==> config.mk <==
export PLATFORM = sky130hd
export DESIGN_NAME = button_conditioner_flat
export DESIGN_NICKNAME = d
export VERILOG_FILES = /design/src/rtl/button_conditioner_if.sv /design/src/rtl/button_conditioner.sv /design/src/flat_wrapper.sv
export SDC_FILE = /design/constraint.sdc
export NUM_CORES = 1
export LEC_CHECK = 0
export BUFFER_PORTS_ARGS = -buffer_cell sky130_fd_sc_hd__buf_2
export CAP_MARGIN = 20
export CORE_MARGIN = 5
export CORE_UTILIZATION = 40
export CTS_CLUSTER_SIZE = 20
export DETAILED_ROUTE_END_ITERATION = 10
export PLACE_DENSITY_LB_ADDON = 0.05
export SETUP_SLACK_MARGIN = 0.5
export SLEW_MARGIN = 20
export SYNTH_ARGS = -nofsm -noshare
export SYNTH_HDL_FRONTEND = slang
export SYNTH_SLANG_ARGS = --single-unit
==> constraint.sdc <==
create_clock -name CLK_50MHZ -period 6.1 [get_ports CLK_50MHZ]
set_input_delay 1.22 -clock CLK_50MHZ [delete_from_list [all_inputs] [get_ports CLK_50MHZ]]
set_output_delay 1.22 -clock CLK_50MHZ [all_outputs]
set_load 0.01 [all_outputs]
==> src/rtl/button_conditioner_if.sv <==
// rtl/button_conditioner_if.sv - button channel bundle between raw buttons and the conditioner
// Purpose: groups the raw button inputs and the conditioned level/pulse outputs.
// Signals: btn_raw   [N_BTN] raw asynchronous buttons, 1 = pressed
//          btn_level [N_BTN] debounced stable level, 1 = pressed
//          btn_pulse [N_BTN] one-cycle press pulse (plus auto-repeats when enabled)
// Modports: master drives btn_raw; slave (the conditioner) drives btn_level/btn_pulse.
interface button_conditioner_if #(
  parameter int N_BTN = 5
);
  logic [N_BTN-1:0] btn_raw;
  logic [N_BTN-1:0] btn_level;
  logic [N_BTN-1:0] btn_pulse;

  modport master (output btn_raw, input btn_level, input btn_pulse);
  modport slave  (input btn_raw, output btn_level, output btn_pulse);
endinterface

==> src/rtl/button_conditioner.sv <==
// rtl/button_conditioner.sv - synchronise, debounce and pulse-convert push buttons
// Purpose: per channel, a 2-FF synchroniser feeds a debounce counter; an accepted
//          press produces a registered one-cycle pulse on the cycle the level rises.
// Ports:   CLK_50MHZ  system clock, rising edge
//          reset      asynchronous active-low reset
//          btn_if     slave side of button_conditioner_if (btn_raw in, btn_level/btn_pulse out)
// Option:  define BUTTON_AUTOREPEAT_EN to add a per-channel auto-repeat FSM on the
//          channels selected by REPEAT_MASK.
module button_conditioner #(
  parameter int               N_BTN           = 5,
  parameter int               DEBOUNCE_CYCLES = 1000000,
  parameter int               REPEAT_DELAY    = 25000000,
  parameter int               REPEAT_PERIOD   = 5000000,
  parameter logic [N_BTN-1:0] REPEAT_MASK     = N_BTN'(5'b11000)
) (
  input  logic                 CLK_50MHZ,
  input  logic                 reset,
  button_conditioner_if.slave  btn_if
);

  localparam int CNT_W = $clog2(DEBOUNCE_CYCLES + 1);
  localparam logic [CNT_W-1:0] CNT_LAST = CNT_W'(DEBOUNCE_CYCLES - 1);

`ifdef BUTTON_AUTOREPEAT_EN
  localparam int RMAX   = (REPEAT_DELAY > REPEAT_PERIOD) ? REPEAT_DELAY : REPEAT_PERIOD;
  localparam int RCNT_W = $clog2(RMAX + 1);
  localparam logic [RCNT_W-1:0] RDLY_LAST = RCNT_W'(REPEAT_DELAY - 1);
  localparam logic [RCNT_W-1:0] RPER_LAST = RCNT_W'(REPEAT_PERIOD - 1);

  typedef enum logic [1:0] {
    RPT_IDLE   = 2'd0,
    RPT_DELAY  = 2'd1,
    RPT_REPEAT = 2'd2
  } rpt_state_e;
`else
  logic unused_repeat_cfg;
  assign unused_repeat_cfg = ^{REPEAT_MASK, REPEAT_DELAY[0], REPEAT_PERIOD[0]};
`endif

  logic [N_BTN-1:0] level_vec;
  logic [N_BTN-1:0] pulse_vec;

  for (genvar i = 0; i < N_BTN; i++) begin : g_ch
    logic             s1_q, s2_q;
    logic             level_q, level_d;
    logic [CNT_W-1:0] cnt_q, cnt_d;
    logic             pulse_q;
    logic             rise;

    // The counter only runs while the synchronised input disagrees with the
    // accepted level; any sample matching the level restarts the window.
    always_comb begin
      cnt_d   = '0;
      level_d = level_q;
      if (s2_q != level_q) begin
        if (cnt_q == CNT_LAST) begin
          level_d = s2_q;
        end else begin
          cnt_d = cnt_q + 1'b1;
        end
      end
    end

    assign rise = level_d & ~level_q;

    always_ff @(posedge CLK_50MHZ or negedge reset) begin
      if (!reset) begin
        s1_q    <= 1'b0;
        s2_q    <= 1'b0;
        level_q <= 1'b0;
        cnt_q   <= '0;
      end else begin
        s1_q    <= btn_if.btn_raw[i];
        s2_q    <= s1_q;
        level_q <= level_d;
        cnt_q   <= cnt_d;
      end
    end

`ifdef BUTTON_AUTOREPEAT_EN
    if (REPEAT_MASK[i]) begin : g_rpt
      rpt_state_e        state_q;
      logic [RCNT_W-1:0] rcnt_q;

      // A release (or any cycle with the level low) returns to IDLE without a pulse.
      always_ff @(posedge CLK_50MHZ or negedge reset) begin
        if (!reset) begin
          state_q <= RPT_IDLE;
          rcnt_q  <= '0;
          pulse_q <= 1'b0;
        end else begin
          pulse_q <= rise;
          if (!level_d) begin
            state_q <= RPT_IDLE;
            rcnt_q  <= '0;
          end else begin
            case (state_q)
              RPT_IDLE: begin
                rcnt_q <= '0;
                if (rise) state_q <= RPT_DELAY;
              end
              RPT_DELAY: begin
                if (rcnt_q == RDLY_LAST) begin
                  pulse_q <= 1'b1;
                  state_q <= RPT_REPEAT;
                  rcnt_q  <= '0;
                end else begin
                  rcnt_q <= rcnt_q + 1'b1;
                end
              end
              RPT_REPEAT: begin
                if (rcnt_q == RPER_LAST) begin
                  pulse_q <= 1'b1;
                  rcnt_q  <= '0;
                end else begin
                  rcnt_q <= rcnt_q + 1'b1;
                end
              end
              default: begin
                state_q <= RPT_IDLE;
                rcnt_q  <= '0;
              end
            endcase
          end
        end
      end
    end else begin : g_norpt
      always_ff @(posedge CLK_50MHZ or negedge reset) begin
        if (!reset) pulse_q <= 1'b0;
        else        pulse_q <= rise;
      end
    end
`else
    always_ff @(posedge CLK_50MHZ or negedge reset) begin
      if (!reset) pulse_q <= 1'b0;
      else        pulse_q <= rise;
    end
`endif

    assign level_vec[i] = level_q;
    assign pulse_vec[i] = pulse_q;
  end

  assign btn_if.btn_level = level_vec;
  assign btn_if.btn_pulse = pulse_vec;

endmodule

==> src/flat_wrapper.sv <==
// flat-port wrapper written by rule: the top's interface ports become plain ports
module button_conditioner_flat 
#(
  parameter int               N_BTN           = 5,
  parameter int               DEBOUNCE_CYCLES = 1000000,
  parameter int               REPEAT_DELAY    = 25000000,
  parameter int               REPEAT_PERIOD   = 5000000,
  parameter logic [N_BTN-1:0] REPEAT_MASK     = N_BTN'(5'b11000)
)
  (CLK_50MHZ, reset, btn_if_btn_raw, btn_if_btn_level, btn_if_btn_pulse);
  button_conditioner_if #(.N_BTN(N_BTN)) btn_if_i ();
  input  logic CLK_50MHZ;
  input  logic reset;
  input wire logic [$bits(btn_if_i.btn_raw)-1:0] btn_if_btn_raw;
  output wire logic [$bits(btn_if_i.btn_level)-1:0] btn_if_btn_level;
  output wire logic [$bits(btn_if_i.btn_pulse)-1:0] btn_if_btn_pulse;
  assign btn_if_i.btn_raw = btn_if_btn_raw;
  assign btn_if_btn_level = btn_if_i.btn_level;
  assign btn_if_btn_pulse = btn_if_i.btn_pulse;
  button_conditioner #(.N_BTN(N_BTN), .DEBOUNCE_CYCLES(DEBOUNCE_CYCLES), .REPEAT_DELAY(REPEAT_DELAY), .REPEAT_PERIOD(REPEAT_PERIOD), .REPEAT_MASK(REPEAT_MASK)) u_core (.CLK_50MHZ(CLK_50MHZ), .reset(reset), .btn_if(btn_if_i));
endmodule
Word level (Yosys, flattened, before mapping)

Cells that the tools add are included.
Widths: inputs -> output; s select.

Input bits: 7
Bits in registers: 120
Output and inout port bits: 10

$add $sub $neg: 5
Eq/ne operators: 10
Muxes and demuxes: 20
Bitwise logic cells: 10

Operators with widths:

| cell                  | count |
|---|---|
| $mux 20               | 10 |
| $add 20x1->20 const B | 5 |
| $eq 20x20->1 const B  | 5 |
| $mux 1                | 10 |
| $and 1x1->1           | 5 |
| $ne 1x1->1            | 5 |
| $not 1->1             | 5 |

Logic depth before layout (Yosys ltp)

Gate-level depths: netlist (run 1).

Word-level depth: 4
Gate-level depth with buffers: 6
Mapped depth without buffers: 5

Least setup slack after synthesis (run 1)

OpenSTA, ideal clock, no wires.

Kind: register to register
From: reg u_core.g_ch[2].cnt_q[6]
To: reg u_core.g_ch[2].level_q
Data arrival time: 1.860 ns
Cell stages (with the launch flop): 5
Required time: 5.975 ns
Clock period less this slack: 1.985 ns
Setup slack: 4.115 ns
Cells stage by stage: dfrtp_1 or4b_1 or4_1 nor2_1 mux2_2

Word-level cells in the longest chain between the ends: 3

Ends and longest elaborated chain:

| what                       | line                     | text |
|---|---|---|
| start, declared            | button_conditioner.sv:46 | `logic [CNT_W-1:0] cnt_q, cnt_d;` |
| start signal, assigned     | button_conditioner.sv:76 | `cnt_q <= cnt_d;` |
| $eq 20x20->1               | button_conditioner.sv:56 | `if (cnt_q == CNT_LAST) begin` |
| $mux 1                     | button_conditioner.sv:56 |  |
| $mux 1                     | button_conditioner.sv:55 | `if (s2_q != level_q) begin` |
| net u_core.g_ch[2].level_d | button_conditioner.sv:45 | `logic level_q, level_d;` |
| end signal, assigned       | button_conditioner.sv:75 | `level_q <= level_d;` |
| end, declared              | button_conditioner.sv:45 |  |

The timed path passes the listed nets, and every way through them passes these cells.

Worst setup path in the final report (run 1)

From: reg u_core.g_ch[1].cnt_q[16]
To: reg u_core.g_ch[1].cnt_q[2]

Word-level cells in the longest chain between the ends: 3

Ends and longest elaborated chain:

| what                        | line |
|---|---|
| start, declared             | button_conditioner.sv:46 |
| start signal, assigned      | button_conditioner.sv:76 |
| $eq 20x20->1                | button_conditioner.sv:56 |
| $mux 20                     | button_conditioner.sv:56 |
| $mux 20                     | button_conditioner.sv:55 |
| net u_core.g_ch[1].cnt_d[2] | button_conditioner.sv:46 |

The timed path passes the listed nets, and every way through them passes these cells.

==> results.ini, run 1 <==
[outcome]
status=finished clean

[cts]
insertion_delay_ns=0.41
clock_sinks=120
cts_setup_buffers=0
numCtsBuffers=17
cts_tree=built
cts-root-buf=clkbuf_16
ctsHtreeMaxLevel=4
cts-resized-gates=0
clkTransAtPathRegs_ns=0.05
clk_path_buf_depth=2
cts_hold_buf=0

[worst_setup_path]
r2r_end=u_core.g_ch[1].cnt_q[2]
cp-end-kind=register
r2r_start=u_core.g_ch[1].cnt_q[16]
worst_setup_path_start_kind=register
crit_path_start=u_core.g_ch[1].cnt_q[16]
cp.arrival_ns=2.59
required_ns=6.40
reg2reg_slack_ns=3.80
rr_worst_depth=5
worst-setup-path-type=reg2reg
cp_max_fo=11

[timing]
tns_ns=0
fmax_mhz=436
hold_viol_final=0
drv_slew=0
setup_violations=0
fin_crit_ns=2.30
worst_slew_pin_slew_ns=0.950
clock_skew_ns=0.00571
slew_headroom_pct=36.7
post-route-period-util_pct=37.6
setup_slack_ns=3.80
rsz0062_at_grt=false

[global_routing]
overflow=0
antenna_found_initial=0
grt_max_degree=75
grt_pass1_wl_um=19700
first_global_vias=4174
grt.total_usage_pct=14.6

[drt]
drc_errors=0
totalWireLength_um=11100
wire_per_inst_um=14.0
ant_nets=0
first_pass_iters=4
vias=4134
drt_iter0_markers=196
drt-vias-per-instance=5.24

[logic_synthesis]
syn_inst=579
ys.flop_type=dfrtp_1
syn-num-nets=591
ys_warn_count=0
ys_types=45
yosysSeqAreaShare_pct=52.0
synth-edff-count=0
synth_seq_cells=120
syn-cell-area_um2=5770
avgSynthCellArea_um2=9.97
async_reset_ff_share_pct=100

[finish]
antenna_cells=0
final_cell_mix=dfrtp_1 (120), nor2_1 (78), xnor2_1 (46)
syn_to_final_growth_pct=14.6
fin_nets=605
fillers=1371
final_common_cell=dfrtp_1
final_util_pct=46.1
fin_cells=789
drive_gt1_share_pct=12.4

[power]
power_density_nw_per_um2=286
peakVddDrop_mv=0.189
p_seq_share_pct=43.2
p_leak_nw=2.64
clockPowerShare_pct=54.2
p_comb_share_pct=2.6
p_switching_w=0.000402
internal_power_w=0.00149
switching_share_pct=21.2

[hold_path]
hold_path.class=reg2reg
hp-start=u_core.g_ch[3].s1_q
min_to=u_core.g_ch[3].s2_q
worstHoldPathCells=0

[place]
port_buffers=16
dp_hpwl_um=7320
place_congestion=0.743
dp_cells=757
dp_slack_ns=3.42

[floorplan]
die_y_um=130
core_area_um2=14400
die_w_um=130
row_count=44
start_util_pct=40.2
ios=17
die_area_um2=16900

[flow_run]
max_cap_violations=0

==> Yosys cell counts (2+ instances only) <==
cell / instances / area (um2)
nor4b_1: 2 / 17.5
nand3_2: 2 / 20.0
inv_1: 21 / 78.8
o21ai_0: 10 / 50.1
buf_2: 6 / 30.0
nor3_1: 17 / 85.1
nor4_1: 20 / 125
nor2_1: 78 / 293
xor2_1: 21 / 184
or2_2: 5 / 31.3
a21oi_1: 27 / 135
mux2_2: 5 / 56.3
nand4_1: 18 / 113
clkbuf_1: 10 / 37.5
or4_1: 19 / 143
and3b_1: 4 / 35.0
or3_1: 18 / 113
nand2_1: 32 / 120
o31ai_1: 18 / 135
or4b_1: 3 / 30.0
nand3_1: 35 / 175
and4_1: 2 / 17.5
ha_1: 5 / 62.6
and3_1: 7 / 43.8
buf_4: 10 / 75.1
xnor2_1: 46 / 403
dfrtp_1: 120 / 3000
==> routing by layer <==
layer,up-vias,routed length [um],track usage [%]
li1,2067,-,-
met1,2007,5630,20.0
met2,47,4880,21.9
met3,13,368,4.26
met4,0,176,5.68
met5,-,0,0
==> how the worst max path moves through the flow <==
stage | to | slack [ns] | cells after the start
4_1_cts | u_core.g_ch[1].cnt_q[2] | 3.78 | 5
5_1_grt | u_core.g_ch[1].cnt_q[2] | 3.59 | 5
3_3_place_gp | u_core.g_ch[4].cnt_q[5] | 3.45 | 2
6_report | u_core.g_ch[1].cnt_q[2] | 3.80 | 5
3_5_place_dp | u_core.g_ch[4].cnt_q[4] | 3.42 | 2
2_1_floorplan | u_core.g_ch[2].level_q | 4.12 | 4
==> stage by stage <==
stage	instance area, um2	hold slack (ns)	power (W)
after detailed placement	5990	0.338	0.000884
final	6620	0.350	0.00190
after CTS	6610	0.351	0.00192
after global placement	5990	0.334	0.000883
after floorplan	5770	0.331	0.000854
after global routing	6620	0.367	0.00197
==> logic make-up (layout without fill, tap and decap cells) <==
| kind of cell | Yosys count | in the layout | share of synthesized area (%) |
|---|---|---|---|
| fa+ha+maj | 5 | 5 | 1.08 |
| mux | 5 | 5 | 0.975 |
| simple gates | 273 | 273 | 25.2 |
| xor+xnor | 67 | 67 | 10.2 |
| compound gates | 61 | 61 | 6.70 |
| buf+inv | 48 | 74 | 3.90 |
| flops | 120 | 120 | 52.0 |
==> critical path, stage by stage (launching register included) <==
cell and delay (ns):
dfrtp_1 0.39, nand3_1 0.13, or4b_2 0.69, o31ai_2 0.61, buf_4 0.30, nor2_1 0.07
==> flip-flops by register name, summed over array words and instances, names as in the netlist <==
| register | count |
|---|---|
| u_core.g_ch.s2_q | 5 |
| u_core.g_ch.pulse_q | 5 |
| u_core.g_ch.s1_q | 5 |
| u_core.g_ch.cnt_q | 100 |
| u_core.g_ch.level_q | 5 |
==> power groups by stage <==
stage | clock (W) | sequential [W] | combinational (W)
final | 0.00103 | 0.000819 | 0.0000495
after global routing | 0.00109 | 0.000820 | 0.0000588
after CTS | 0.00106 | 0.000819 | 0.0000511
after detailed placement | 0 | 0.000832 | 0.0000511
after global placement | 0 | 0.000832 | 0.0000506
after floorplan | 0 | 0.000829 | 0.0000252
==> final cells by class <==
| type | instances | area (um2) | share of cell area [%] |
|---|---|---|---|
| Inverter | 21 | 78.8 | 1.19 |
| Clock inverter | 11 | 148 | 2.23 |
| Sequential cell | 120 | 3000 | 45.4 |
| Tap cell | 184 | 230 | 3.48 |
| Multi-Input combinational cell | 411 | 2560 | 38.7 |
| Timing Repair Buffer | 22 | 131 | 1.98 |
| Clock buffer | 20 | 467 | 7.05 |
No activity file was read; power rests on OpenSTA's default activity.
==> run 2, diff against run 1 <==
==> constraint.sdc (replaced) <==
create_clock -name CLK_50MHZ -period 2.3 [get_ports CLK_50MHZ]
set_input_delay 0.46 -clock CLK_50MHZ [delete_from_list [all_inputs] [get_ports CLK_50MHZ]]
set_output_delay 0.46 -clock CLK_50MHZ [all_outputs]
set_load 0.01 [all_outputs]
==> run 2 against run 1 <==
Against the previous run:
- critical path depth fell by 1
- highest routed layer unchanged
- die area stayed put
- first-iteration DRC count is 11% higher
- cell count is 5.4% higher
- register-to-register slack got worse by 3.6 ns
- worst hold slack got worse by 0.20 ns
- critical path type unchanged
- largest cell class unchanged
==> results.ini, run 2 (synthesis results as in run 1) <==
[floorplan]
core_area_um2=14400  ; unchanged
start_util_pct=40.2  ; unchanged
die_area_um2=16900  ; unchanged
ios=17  ; unchanged
row_count=44  ; unchanged
die_w_um=130  ; unchanged
die_y_um=130  ; unchanged

[place]
dp_hpwl_um=7690  ; +5.0%
place_congestion=0.765  ; +3.0%
port_buffers=16  ; unchanged
dp_slack_ns=0.226  ; -3.19 ns

[timing]
rsz0062_at_grt=true
setup_violations=0  ; unchanged
slew_headroom_pct=72.8  ; +36 points
hold_viol_final=0  ; unchanged
post-route-period-util_pct=89.6  ; +52 points
drv_slew=0  ; unchanged
tns_ns=0  ; unchanged
setup_slack_ns=0.240  ; -3.57 ns
fin_crit_ns=2.06  ; -0.235 ns
worst_slew_pin_slew_ns=0.405  ; -0.545 ns
clock_skew_ns=0.00580  ; +0.0000976 ns
hold_slack_ns=0.154  ; -0.196 ns
fmax_mhz=485  ; +11%

[power]
power_density_nw_per_um2=652  ; +130%
p_comb_share_pct=4.1  ; +1.5 points
peakVddDrop_mv=0.502  ; +170%
p_leak_nw=2.88  ; +9.2%
p_switching_w=0.00101  ; +150%
clockPowerShare_pct=49.5  ; -4.7 points
internal_power_w=0.00368  ; +150%
p_seq_share_pct=46.3  ; +3.1 points
switching_share_pct=21.6  ; +0.35 points

[global_routing]
grt.total_usage_pct=15.0  ; +0.37 points
grt_max_degree=47  ; -37%
first_global_vias=4096  ; -1.9%
antenna_found_initial=0  ; unchanged
grt_pass1_wl_um=20200  ; +2.2%
overflow=0  ; unchanged

[worst_setup_path]
reg2reg_slack_ns=0.24  ; -3.57 ns
cp-end-kind=register
cp_max_fo=3  ; -8
cp.arrival_ns=2.35  ; -0.24 ns
worst-setup-path-type=reg2reg
required_ns=2.59  ; -3.81 ns
worst_setup_path_start_kind=register

[cts]
ctsHtreeMaxLevel=4  ; unchanged
clkTransAtPathRegs_ns=0.05  ; about the same
insertion_delay_ns=0.41  ; about the same
clk_path_buf_depth=2  ; unchanged
cts-root-buf=clkbuf_16
cts_tree=built
clock_sinks=120  ; unchanged
numCtsBuffers=17  ; unchanged

[finish]
final_cell_mix=dfrtp_1 (115), nor2_1 (68), xnor2_1 (46)
drive_gt1_share_pct=25.0  ; +13 points
largest-register=u_core.g_ch.cnt_q
fin_nets=650  ; +7.4%
syn_to_final_growth_pct=24.8
largest_reg_flops=100  ; unchanged
antenna_cells=0  ; unchanged
final_common_cell=dfrtp_1
final_util_pct=50.2  ; +4.1 points

[flow_run]
max_cap_violations=0  ; unchanged

[drt]
drt-vias-per-instance=5.20  ; -0.83%
wl_met2_um=5500  ; +13%
wl_met1_um=6090  ; +8.3%
drt_iter0_markers=217  ; +11%
ant_nets=0  ; unchanged
first_pass_iters=4  ; unchanged
top_layer=met4
vias=4323  ; +4.6%
drc_errors=0  ; unchanged
totalWireLength_um=12100  ; +9.8%
wire_per_inst_um=14.6  ; +4.1%
wl_met3_um=390  ; +6.0%

[outcome]
status=finished clean

[hold_path]
hold_path.class=in2reg

## run 2: cell types whose count changed in the layout (fill, tap and decap cells not counted), moves of 5 or more
cell / delta
buf_4: +34
nor2_1: -10
buf_6: +8
or3_1: -8
or3_4: +8
nand3_1: -6
nor2_4: +6
dfrtp_1: -5
dfrtp_2: +5
## run 2: per-stage QoR
step	cell area (um2)	power, W	instances
after floorplan	5800	0.00227	579
after global placement	6110	0.00235	768
after detailed placement	6110	0.00235	768
after CTS	6850	0.00474	814
after global routing	7210	0.00490	832
final	7210	0.00470	832
## run 2: area by class of cell
cell class                      instances  area, um2
Fill cell                            1280       7160
Sequential cell                       120       3010
Multi-Input combinational cell        411       2860
Timing Repair Buffer                   67        512
Clock buffer                           25        495
Tap cell                              184        230
Inverter                               21       78.8
Clock inverter                          4       20.0
## run 2: final timing paths
| check | start | to | cells past startpoint |
|---|---|---|---|
| worst max-delay path | u_core.g_ch[2].cnt_q[6] | u_core.g_ch[2].level_q | 4 |
| worst min-delay path | btn_if_btn_raw[2] | u_core.g_ch[2].s1_q | 1 |
| worst max register to register | u_core.g_ch[2].cnt_q[6] | u_core.g_ch[2].level_q | 4 |
| worst min register to register | u_core.g_ch[1].s1_q | u_core.g_ch[1].s2_q | 0 |
| max in group asynchronous | reset | u_core.g_ch[3].cnt_q[2] | 3 |
| min in group asynchronous | reset | u_core.g_ch[0].cnt_q[3] | 2 |
## run 2: timing repair
| action | 4_1_cts | 5_1_grt |
|---|---|---|
| endpoints found under the hold margin | 27 | 0 |
| hold buffers | 1 | 0 |
| buffers inserted | 15 | 13 |
| endpoints found under the setup margin | 80 | 72 |
| gates cloned | 1 | 5 |
| pin swaps | 9 | 25 |
| gates resized for setup | 24 | 58 |
## run 2: layer usage
metal,vias to the layer above,track usage [%]
li1,2155,-
met1,2109,21.2
met2,46,21.6
met3,13,4.83
met4,0,5.38
met5,-,0
## run 2: power by group through the flow
stage	Combinational, W	Clock (W)	Sequential, W
global route	0.000221	0.00250	0.00218
detailed placement	0.000148	0	0.00221
finish	0.000194	0.00233	0.00218
floorplan	0.0000683	0	0.00220
CTS	0.000167	0.00240	0.00217
global placement	0.000145	0	0.00221
## run 2: critical path: stages (launching register included)
cell and delay [ns]:
dfrtp_1 0.39, or4b_4 0.54, or4_4 0.57, nor2_4 0.14, mux2_4 0.31
==> run 3, diff against run 2 <==
==> constraint.sdc (replaced) <==
create_clock -name CLK_50MHZ -period 2.05 [get_ports CLK_50MHZ]
set_input_delay 0.41 -clock CLK_50MHZ [delete_from_list [all_inputs] [get_ports CLK_50MHZ]]
set_output_delay 0.41 -clock CLK_50MHZ [all_outputs]
set_load 0.01 [all_outputs]
==> run 3 against run 2 <==
Against the previous run:
- sequential power is 12% higher
- clock power is 37% higher
- non-clock buffer count is 67 higher
- sequential share of layout area is 6.1 points lower
- wire length is 13% higher
- largest cell class is now multi-input combinational cells
- clock skew hardly changed
- first-iteration DRC count is 48% lower
- register-to-register slack worse by 0.18 ns
==> results.ini, run 3 (synthesis results as in run 1) <==
[cts]
ctsHtreeMaxLevel=4  ; unchanged
clk_path_buf_depth=2  ; unchanged
numCtsBuffers=17  ; unchanged
insertion_delay_ns=0.42  ; about the same
cts_tree=built
clkTransAtPathRegs_ns=0.05  ; about the same
clock_sinks=120  ; unchanged
cts-root-buf=clkbuf_16

[drt]
vias=4723  ; +9.3%
wire_per_inst_um=15.2  ; +4.0%
drt-vias-per-instance=5.24  ; +0.89%
drt_iter0_markers=112  ; -48%
drc_errors=0  ; unchanged
first_pass_iters=6  ; +2
totalWireLength_um=13700  ; +13%
ant_nets=0  ; unchanged

[floorplan]
start_util_pct=40.2  ; unchanged
ios=17  ; unchanged
die_y_um=130  ; unchanged
row_count=44  ; unchanged
core_area_um2=14400  ; unchanged
die_w_um=130  ; unchanged
die_area_um2=16900  ; unchanged

[flow_run]
max_cap_violations=0  ; unchanged

[timing]
tns_ns=0  ; unchanged
fin_crit_ns=1.99  ; -0.0684 ns
rsz0062_at_grt=true
fmax_mhz=502  ; +3.4%
worst_slew_pin_slew_ns=0.450  ; +0.0457 ns
post-route-period-util_pct=97.2  ; +7.6 points
drv_slew=0  ; unchanged
slew_headroom_pct=69.6  ; -3.2 points
clock_skew_ns=0.00579  ; -0.0000143 ns
hold_viol_final=0  ; unchanged
setup_violations=0  ; unchanged
hold_slack_ns=0.0998  ; -0.0543 ns

[finish]
antenna_cells=0  ; unchanged
fillers=1210  ; -5.5%
drive_gt1_share_pct=46.3  ; +21 points
largest_reg_flops=100  ; unchanged
largest-register=u_core.g_ch.cnt_q
final_cell_mix=dfrtp_1 (107), buf_4 (99), xnor2_1 (45)
stdcell_area_um2=8460  ; +17%
syn_to_final_growth_pct=46.5
regArea_um2=3020  ; +0.33%
multi_input_area_um2=3430  ; +20%
final_common_cell=dfrtp_1
fin_nets=717  ; +10%

[power]
p_leak_nw=3.32  ; +15%
p_comb_share_pct=4.7  ; +0.6 points
peakVddDrop_mv=0.600  ; +19%
internal_power_w=0.00467  ; +27%
p_seq_share_pct=41.4  ; -4.9 points
switching_share_pct=21.0  ; -0.56 points
power_density_nw_per_um2=699  ; +7.2%
clockPowerShare_pct=53.9  ; +4.4 points
p_switching_w=0.00124  ; +23%

[worst_setup_path]
worst_setup_path_start_kind=register
slowest_delay_ns=0.57  ; about the same
path_cells=or4b_1 > or4_4 > o21ai_4 > buf_6 > a21oi_2
critPathSlowestCell=or4_4
cp-end-kind=register
critPathBufInv=1  ; +1
required_ns=2.34  ; -0.25 ns
cp.arrival_ns=2.28  ; -0.07 ns
cp_max_fo=5  ; +2
worst-setup-path-type=reg2reg
cp_top_family=simple AND/OR/NAND/NOR gates

[global_routing]
overflow=0  ; unchanged
grt_pass1_wl_um=22300  ; +10%
antenna_found_initial=0  ; unchanged
grt.total_usage_pct=16.5  ; +1.5 points
grt_max_degree=43  ; -8.5%
first_global_vias=4759  ; +16%

[place]
port_buffers=16  ; unchanged
postPlaceCellArea_um2=6370  ; +4.3%
place_congestion=0.770  ; +0.65%
dp_hpwl_um=7920  ; +3.0%

[hold_path]
hold_path.class=in2reg

[outcome]
status=finished clean

## run 3: cell count changes in the layout (fill, tap and decap cells not counted), sizes merged
cell and delta:
buf +67, bufinv +4, clkinv -1, clkinvlp +1
clkbuf -2
## run 3: metal layers
layer	share of wire [%]	wire (um)	GRT usage [%]
met3	2.5	347	4.38
met5	0	0	0
met4	1.4	191	6.42
met1	44	5980	20.6
met2	52	7150	27.5
## run 3: worst reg2reg max path: stages, from the launching register on
cell     delay (ns)
dfrtp_1        0.37
or4b_1         0.51
or4_4          0.57
o21ai_4        0.20
buf_6          0.18
a21oi_2        0.05
## run 3: worst paths after layout
path	startpoint	endpoint	slack, ns	cells after the start
max in group asynchronous	reset	u_core.g_ch[3].cnt_q[13]	1.00	3
worst min-delay path	btn_if_btn_raw[1]	u_core.g_ch[1].s1_q	0.1	1
worst max-delay path	u_core.g_ch[2].cnt_q[8]	u_core.g_ch[2].cnt_q[12]	0.06	5
min in group asynchronous	reset	u_core.g_ch[3].cnt_q[18]	0.46	2
worst max register to register	u_core.g_ch[2].cnt_q[8]	u_core.g_ch[2].cnt_q[12]	0.06	5
worst min register to register	u_core.g_ch[2].s1_q	u_core.g_ch[2].s2_q	0.35	0
## run 3: per-stage QoR
| step | power (W) | setup slack, ns | utilization [%] | std cells |
|---|---|---|---|---|
| floorplan | 0.00256 | 0.0778 | - | 579 |
| global placement | 0.00266 | 0.0603 | 44.3 | 780 |
| detailed placement | 0.00266 | -0.0306 | 44.3 | 780 |
| CTS | 0.00592 | 0.0629 | 54.6 | 888 |
| global route | 0.00612 | -0.0127 | 58.9 | 901 |
| finish | 0.00591 | 0.0579 | 58.9 | 901 |
## run 3: layout make-up
cell class	instances	share of cell area (%)
tap	184	2.72
multi-input combinational	411	40.6
clock inverter	8	1.69
timing repair buffer	134	12.6
inverter	21	0.932
clock buffer	23	5.77
sequential	120	35.7
## run 3: timing repair
action / in CTS / in global routing
pin swaps: 33 / 36
gates cloned: 3 / 1
setup buffers: 73 / 12
endpoints found under the setup margin: 106 / 108
hold buffers: 1 / 0
endpoints found under the hold margin: 24 / 0
gates resized for setup: 68 / 131
## run 3: power groups by stage
| stage | logic, W | clock network [W] | registers (W) |
|---|---|---|---|
| CTS | 0.000228 | 0.00325 | 0.00244 |
| global placement | 0.000178 | 0 | 0.00248 |
| finish | 0.000280 | 0.00319 | 0.00244 |
| global route | 0.000312 | 0.00336 | 0.00245 |
| detailed placement | 0.000181 | 0 | 0.00248 |
| floorplan | 0.0000894 | 0 | 0.00247 |
